===== src/rtl/branch_pkg.sv =====
// Branch op encoding shared with decode and the BranchUnit, plus the
// controller state encoding and per-op operand/link classification.
package branch_pkg;

  localparam logic [3:0] BR_NONE   = 4'd0;
  localparam logic [3:0] BR_JR     = 4'd1;
  localparam logic [3:0] BR_J      = 4'd2;
  localparam logic [3:0] BR_JAL    = 4'd3;
  localparam logic [3:0] BR_BAL    = 4'd4;
  localparam logic [3:0] BR_BGEZAL = 4'd5;
  localparam logic [3:0] BR_BLTZ   = 4'd6;
  localparam logic [3:0] BR_BGEZ   = 4'd7;
  localparam logic [3:0] BR_BLTZAL = 4'd8;
  localparam logic [3:0] BR_B      = 4'd9;
  localparam logic [3:0] BR_BEQ    = 4'd10;
  localparam logic [3:0] BR_BNE    = 4'd11;
  localparam logic [3:0] BR_BLEZ   = 4'd12;
  localparam logic [3:0] BR_BGTZ   = 4'd13;

  typedef enum logic [1:0] {
    IDLE  = 2'd0,
    EVAL  = 2'd1,
    REDIR = 2'd2
  } branchState_t;

  function automatic logic needs_A(input logic [3:0] op);
    case (op)
      BR_JR, BR_BGEZAL, BR_BLTZ, BR_BGEZ, BR_BLTZAL,
      BR_BLEZ, BR_BGTZ, BR_BEQ, BR_BNE: return 1'b1;
      default:                          return 1'b0;
    endcase
  endfunction

  function automatic logic needs_B(input logic [3:0] op);
    return (op == BR_BEQ) || (op == BR_BNE);
  endfunction

  function automatic logic is_link(input logic [3:0] op);
    case (op)
      BR_JAL, BR_BAL, BR_BGEZAL, BR_BLTZAL: return 1'b1;
      default:                              return 1'b0;
    endcase
  endfunction

  // Ops 14/15 are reserved; NONE is not a branch.
  function automatic logic isBranchOp(input logic [3:0] op);
    return (op != BR_NONE) && (op <= BR_BGTZ);
  endfunction

endpackage


===== src/rtl/branch_perf_cnt.sv =====
// Saturating event counter: sticks at all-ones instead of wrapping.
module branch_perf_cnt #(
  parameter int CNT_W = 16
) (
  input  logic             i_clk,
  input  logic             i_rst_n,
  input  logic             inc,
  output logic [CNT_W-1:0] count
);

  always_ff @(posedge i_clk or negedge i_rst_n) begin
    if (!i_rst_n)
      count <= '0;
    else if (inc && (count != {CNT_W{1'b1}}))
      count <= count + {{(CNT_W-1){1'b0}}, 1'b1};
  end

endmodule


===== src/rtl/branch_ctrl.sv =====
// ID-stage branch sequencer: captures one branch, waits for operands,
// fires the BranchUnit for a single cycle and hands taken targets to fetch.
//
// state | meaning
// IDLE  | no branch held; accept a legal op from decode
// EVAL  | branch held, IF/ID stalled until required operands are ready
// REDIR | taken target offered to fetch until accepted
module branch_ctrl
  import branch_pkg::*;
#(
  parameter int         CNT_W    = 16,
  parameter logic [4:0] LINK_REG = 5'd31
) (
  input  logic             i_clk,
  input  logic             i_rst_n,
  input  logic             i_BranchCtrl_valid,
  input  logic [3:0]       i_BranchCtrl_brOP,
  input  logic [31:0]      i_BranchCtrl_PC,
  input  logic [25:0]      i_BranchCtrl_target,
  input  logic             i_BranchCtrl_A_rdy,
  input  logic             i_BranchCtrl_B_rdy,
  input  logic             i_BranchCtrl_kill,
  input  logic [31:0]      i_BranchUnit_PC,
  input  logic             i_BranchUnit_clr,
  input  logic             i_BranchCtrl_fetch_rdy,
  output logic [3:0]       o_BranchUnit_brOP,
  output logic [31:0]      o_BranchUnit_PC,
  output logic [25:0]      o_BranchUnit_target,
  output logic             o_BranchCtrl_stall,
  output logic             o_BranchCtrl_redir_valid,
  output logic [31:0]      o_BranchCtrl_redir_PC,
  output logic             o_BranchCtrl_flush,
  output logic             o_BranchCtrl_link_we,
  output logic [4:0]       o_BranchCtrl_link_addr,
  output logic [31:0]      o_BranchCtrl_link_data,
  output logic [CNT_W-1:0] o_BranchCtrl_br_cnt,
  output logic [CNT_W-1:0] o_BranchCtrl_taken_cnt,
  output logic [CNT_W-1:0] o_BranchCtrl_stall_cnt
);

  branchState_t state, stateNext;
  logic [3:0]   opQ;
  logic [31:0]  pcQ;
  logic [25:0]  targetQ;
  logic [31:0]  redirPcQ;
  logic         opsReady;
  logic         captureEn;
  logic         evalFire;
  logic         takenInc;
  logic         stallInc;

  assign opsReady = (!needs_A(opQ) || i_BranchCtrl_A_rdy) &&
                    (!needs_B(opQ) || i_BranchCtrl_B_rdy);

  always_ff @(posedge i_clk or negedge i_rst_n) begin
    if (!i_rst_n)
      state <= IDLE;
    else
      state <= stateNext;
  end

  always_ff @(posedge i_clk or negedge i_rst_n) begin
    if (!i_rst_n) begin
      opQ      <= BR_NONE;
      pcQ      <= '0;
      targetQ  <= '0;
      redirPcQ <= '0;
    end else begin
      if (captureEn) begin
        opQ     <= i_BranchCtrl_brOP;
        pcQ     <= i_BranchCtrl_PC;
        targetQ <= i_BranchCtrl_target;
      end
      if (evalFire)
        redirPcQ <= i_BranchUnit_PC;
    end
  end

  // Kill wins in every state: no capture, no evaluation, no handshake.
  always_comb begin
    stateNext                = state;
    captureEn                = 1'b0;
    evalFire                 = 1'b0;
    takenInc                 = 1'b0;
    stallInc                 = 1'b0;
    o_BranchUnit_brOP        = BR_NONE;
    o_BranchCtrl_stall       = 1'b0;
    o_BranchCtrl_redir_valid = 1'b0;
    o_BranchCtrl_flush       = 1'b0;
    o_BranchCtrl_link_we     = 1'b0;
    o_BranchCtrl_link_data   = '0;
    case (state)
      IDLE: begin
        if (!i_BranchCtrl_kill && i_BranchCtrl_valid && isBranchOp(i_BranchCtrl_brOP)) begin
          captureEn = 1'b1;
          stateNext = EVAL;
        end
      end
      EVAL: begin
        o_BranchCtrl_stall = 1'b1;
        if (i_BranchCtrl_kill) begin
          stateNext = IDLE;
        end else if (opsReady) begin
          evalFire          = 1'b1;
          o_BranchUnit_brOP = opQ;
          if (is_link(opQ)) begin
            o_BranchCtrl_link_we   = 1'b1;
            o_BranchCtrl_link_data = pcQ + 32'd8;
          end
          if (i_BranchUnit_clr) begin
            takenInc  = 1'b1;
            stateNext = REDIR;
          end else begin
            stateNext = IDLE;
          end
        end else begin
          stallInc = 1'b1;
        end
      end
      REDIR: begin
        if (i_BranchCtrl_kill) begin
          stateNext = IDLE;
        end else begin
          o_BranchCtrl_redir_valid = 1'b1;
          if (i_BranchCtrl_fetch_rdy) begin
            o_BranchCtrl_flush = 1'b1;
            stateNext          = IDLE;
          end
        end
      end
      default: stateNext = IDLE;
    endcase
  end

  assign o_BranchUnit_PC        = pcQ;
  assign o_BranchUnit_target    = targetQ;
  assign o_BranchCtrl_redir_PC  = redirPcQ;
  assign o_BranchCtrl_link_addr = LINK_REG;

  branch_perf_cnt #(.CNT_W(CNT_W)) uBrCnt (
    .i_clk   (i_clk),
    .i_rst_n (i_rst_n),
    .inc     (evalFire),
    .count   (o_BranchCtrl_br_cnt)
  );

  branch_perf_cnt #(.CNT_W(CNT_W)) uTakenCnt (
    .i_clk   (i_clk),
    .i_rst_n (i_rst_n),
    .inc     (takenInc),
    .count   (o_BranchCtrl_taken_cnt)
  );

  branch_perf_cnt #(.CNT_W(CNT_W)) uStallCnt (
    .i_clk   (i_clk),
    .i_rst_n (i_rst_n),
    .inc     (stallInc),
    .count   (o_BranchCtrl_stall_cnt)
  );

endmodule


===== config.mk =====
export PLATFORM = sky130hd
export DESIGN_NAME = branch_ctrl
export DESIGN_NICKNAME = d
export VERILOG_FILES = /design/src/rtl/branch_pkg.sv /design/src/rtl/branch_perf_cnt.sv /design/src/rtl/branch_ctrl.sv
export SDC_FILE = /design/constraint.sdc
export NUM_CORES = 1
export LEC_CHECK = 0
export CAP_MARGIN = 10
export CORE_MARGIN = 2
export CORE_UTILIZATION = 35
export CTS_CLUSTER_DIAMETER = 80
export DETAILED_ROUTE_END_ITERATION = 8
export PLACE_DENSITY = 0.68
export SKIP_LAST_GASP = 1
export SYNTH_ARGS = -nofsm -noshare
export SYNTH_HDL_FRONTEND = slang
export SYNTH_SLANG_ARGS = --single-unit

===== constraint.sdc =====
create_clock -name i_clk -period 3 [get_ports i_clk]
set_input_delay 0.9 -clock i_clk [delete_from_list [all_inputs] [get_ports i_clk]]
set_output_delay 0.9 -clock i_clk [all_outputs]
set_load 0.01 [all_outputs]

==> flow_summary_export.csv <==
group,metric,value,unit
synth,ys_ff_latch,144,
cells_and_area,area_growth,63.56,%
cells_and_area,final_nets,1106,
cts,root_buffer,"clkbuf_16",
synth,ys_top_cells_by_count,"dfrtp_1 (144), nand2_1 (131), mux2_2 (65)",
worst_setup_path,rr_startpoint,"state[0]",
worst_setup_path,cp_data_required_time,2100,ps
power,p_total,7.677,mW
route,via_per_inst,4.768,
power,leakagePower,4.969,nW
outcome,status,"complete, but fails checks",
synth,synth-main-ff-cell,"dfrtp_1",
synth,yosysSeqAreaShare,52.37,%
worst_setup_path,crit_path_start,"i_BranchCtrl_B_rdy",
die,die_h,144.2,um
synth,ys_async_sr_fraction,100.0,%
place,placed_area,10320,um^2
timing,clock_skew,7.906,ps
global_route,grtUsageTotal,19.77,%
global_route,grt_pass1_wl,31930,um
worst_setup_path,path_class,"in2out",
die,core,19400,um^2
timing,finalHoldViolCount,0,
place,dp_slack,-809.4,ps
job,max-cap-violations,0,
cells_and_area,final_area,11250,um^2
cts,insertion_delay,420,ps
cts,cts_buffers,17,
power,swShare,32.05,%
timing,setup_viol,37,
place,dp_cells,1222,
worst_setup_path,endpoint_kind,"output port",
worst_setup_path,critPathSlowestCell,"or4bb_1",
power,pwr-share-clk,27.4,%
route,vias,6093,
route,firstDrtPassIters,4,
timing,min_period,3249,ps
power,p_seq_share,36.6,%
timing,drv_slew,0,
cells_and_area,drive_gt1_share,24.78,%
outcome,violations,"negative setup slack",
route,routed-wl-met3,1812,um
die,row_count,51,
die,ios,285,
route,routedWlPerCell,16.17,um
timing,max_freq,307.8,MHz
worst_setup_path,start_kind,"input port",
global_route,antenna_found_initial,0,
cts,cts_tree,"built",
route,met2_wirelength,10080,um
global_route,grt_pass1_vias,6183,
die,start_util,35.47,%
synth,syn_area,6880,um^2
cts,cts.path.max_buffers,2,
worst_setup_path,crit_path_max_fanout,7,
power,p_int,5.216,mW
cts,htree_levels,4,
place,gp_congestion,0.8211,
die,die_w,144.2,um
route,wl_met1,8476,um
synth,ys_top_cells_by_area,"dfrtp_1 (52%), mux2_2 (11%), nand2_1 (7.1%), xor2_1 (5.7%), xnor2_1 (3.2%)",
cts,cts.clk_slew.worst_paths,70,ps
route,drt_iter0_drc,192,
worst_setup_path,crit_path_max_incr_delay,500,ps
route,drcViolationCount,0,
place,hpwl,14560,um
worst_setup_path,worstRegToRegCells,12,
worst_setup_path,cp.arrival,2350,ps
cts,cts.sinks,144,
synth,yosysWarnings,0,
global_route,overflow,0,
power,pwr-share-comb,36.0,%
timing,rsz0062_at_grt,"yes",
power,power_density,682.2,nW/um^2
place,io_buffers,279,
route,ant_nets,0,
die,die_area,20800,um^2
route,routed_wirelength,20670,um
synth,synth_top_area_share,52.37,%
synth,netlist_instances,648,
timing,fin_crit_sh,108.3,%
cells_and_area,final_cells,1278,
synth,synth_edf_count,0,
synth,synth.distinct_cells,42,
timing,final.setup.tns,-5721,ps
timing,layout_setup_ws,-249.1,ps
worst_setup_path,path_cells,"buf_6, or4bb_1, nand2_2, nor3_4, o21ai_4, buf_12, buf_12, buf_4, nor2_2, buf_2",
route,top_layer_used,"met4",
worst_setup_path,path_common_cell,"buf_12",
synth,avgSynthCellArea,10.62,um^2
min_path,hp-class,"in2async",
cells_and_area,diodes,0,
global_route,grt_max_degree,65,
synth,yosysTopAreaCell,"dfrtp_1",
power,p_sw,2.460,mW
power,vdd_ir_drop_max,0.0003655,V
synth,yosysMostFrequentCell,"dfrtp_1",
==> area by class of cell <==
cell class | count | area [um^2]
Fill cell | 1709 | 8145
Clock buffer | 18 | 429.2
Sequential cell | 144 | 3605
Clock inverter | 14 | 146.4
Multi-Input combinational cell | 471 | 3242
Inverter | 7 | 26.28
Tap cell | 265 | 331.6
Timing Repair Buffer | 359 | 3473
==> cell families after synthesis <==
family          Yosys count  synth area share (%)
simple gates            313                 22.82
flops                   144                 52.37
xor+xnor                 70                 8.911
mux                      66                 10.80
buf+inv                  37                 2.873
compound gates           13                 1.437
fa+ha+maj                 4                0.7274
other cells               1               0.05450
==> cell usage in the layout (no fill, tap or decap), types with 3 or more instances in the layout <==
cell type and instances:
and4_1 4, nor4_2 7, nand4_1 22, clkinvlp_4 4
nand2b_1 4, inv_8 3, nand2_1 130, nor3b_2 5
and3_1 11, nor3_1 15, buf_2 8, a21oi_1 3
clkdlybuf4s50_1 237, xnor2_1 25, dlygate4sd2_1 5, mux2_2 65
nor4_1 9, xor2_1 45, nor2_1 30, inv_6 6
nor3_2 5, buf_12 6, buf_6 23, and2_1 5
nand3_1 32, ha_1 4, and2_4 3, conb_1 5
inv_1 7, clkdlybuf4s15_1 7, buf_4 65, clkbuf_16 17
a31oi_1 4, clkbuf_2 5, dfrtp_1 143, nor2_4 11
nor2_2 5
==> critical path, delay by kind of cell <==
family,cells,cell delay [ps]
simple gates,4,690
compound gates,1,100
buf+inv,5,640
==> power by group through the flow <==
stage	Sequential (mW)	Combinational, mW	Clock (mW)
final	2.81	2.77	2.10
after global routing	2.88	3.00	2.24
after CTS	2.81	2.76	2.17
after detailed placement	2.84	2.69	0
after global placement	2.82	2.67	0
after floorplan	3.11	0.753	0
==> repair_timing <==
| item | CTS | global route |
|---|---|---|
| hold buffers | 0 | 0 |
| resized for setup | 136 | 53 |
| pin swaps | 8 | 11 |
| gates cloned | 2 | 0 |
| endpoints found under the hold margin | 0 | 0 |
| setup buffers | 20 | 4 |
| endpoints found under the setup margin | 39 | 38 |
==> routing by layer <==
metal / track usage [%] / vias up
met5: 0 / -
met4: 5.519 / 0
li1: - / 2907
met3: 7.020 / 19
met2: 33.93 / 215
met1: 23.53 / 2952
==> final timing paths <==
check / slack [ps] / to
setup / recovery: -250 / o_BranchCtrl_link_data[13]
hold / removal: 410 / o_BranchUnit_target[7]
setup reg to reg: 620 / uStallCnt.count[1]
hold reg to reg: 470 / o_BranchCtrl_redir_PC[6]
max in group asynchronous: 1850 / o_BranchUnit_PC[5]
min in group i_clk: 470 / o_BranchCtrl_redir_PC[6]
==> flip-flops by register name (all words and copies together), names as in the netlist <==
name / count
uStallCnt.count: 16
state: 2
opQ: 4
uBrCnt.count: 16
o_BranchUnit_target: 26
o_BranchUnit_PC: 32
o_BranchCtrl_redir_PC: 32
uTakenCnt.count: 16
==> metrics by stage <==
step           hold slack, ps  utilization [%]
2_1_floorplan           508.3                -
5_1_grt                 437.3            58.01
3_3_place_gp            456.6            53.19
4_1_cts                 415.2            57.47
3_5_place_dp            462.4            53.19
6_report                406.5            58.01
Power figures use the tool's default switching activity.
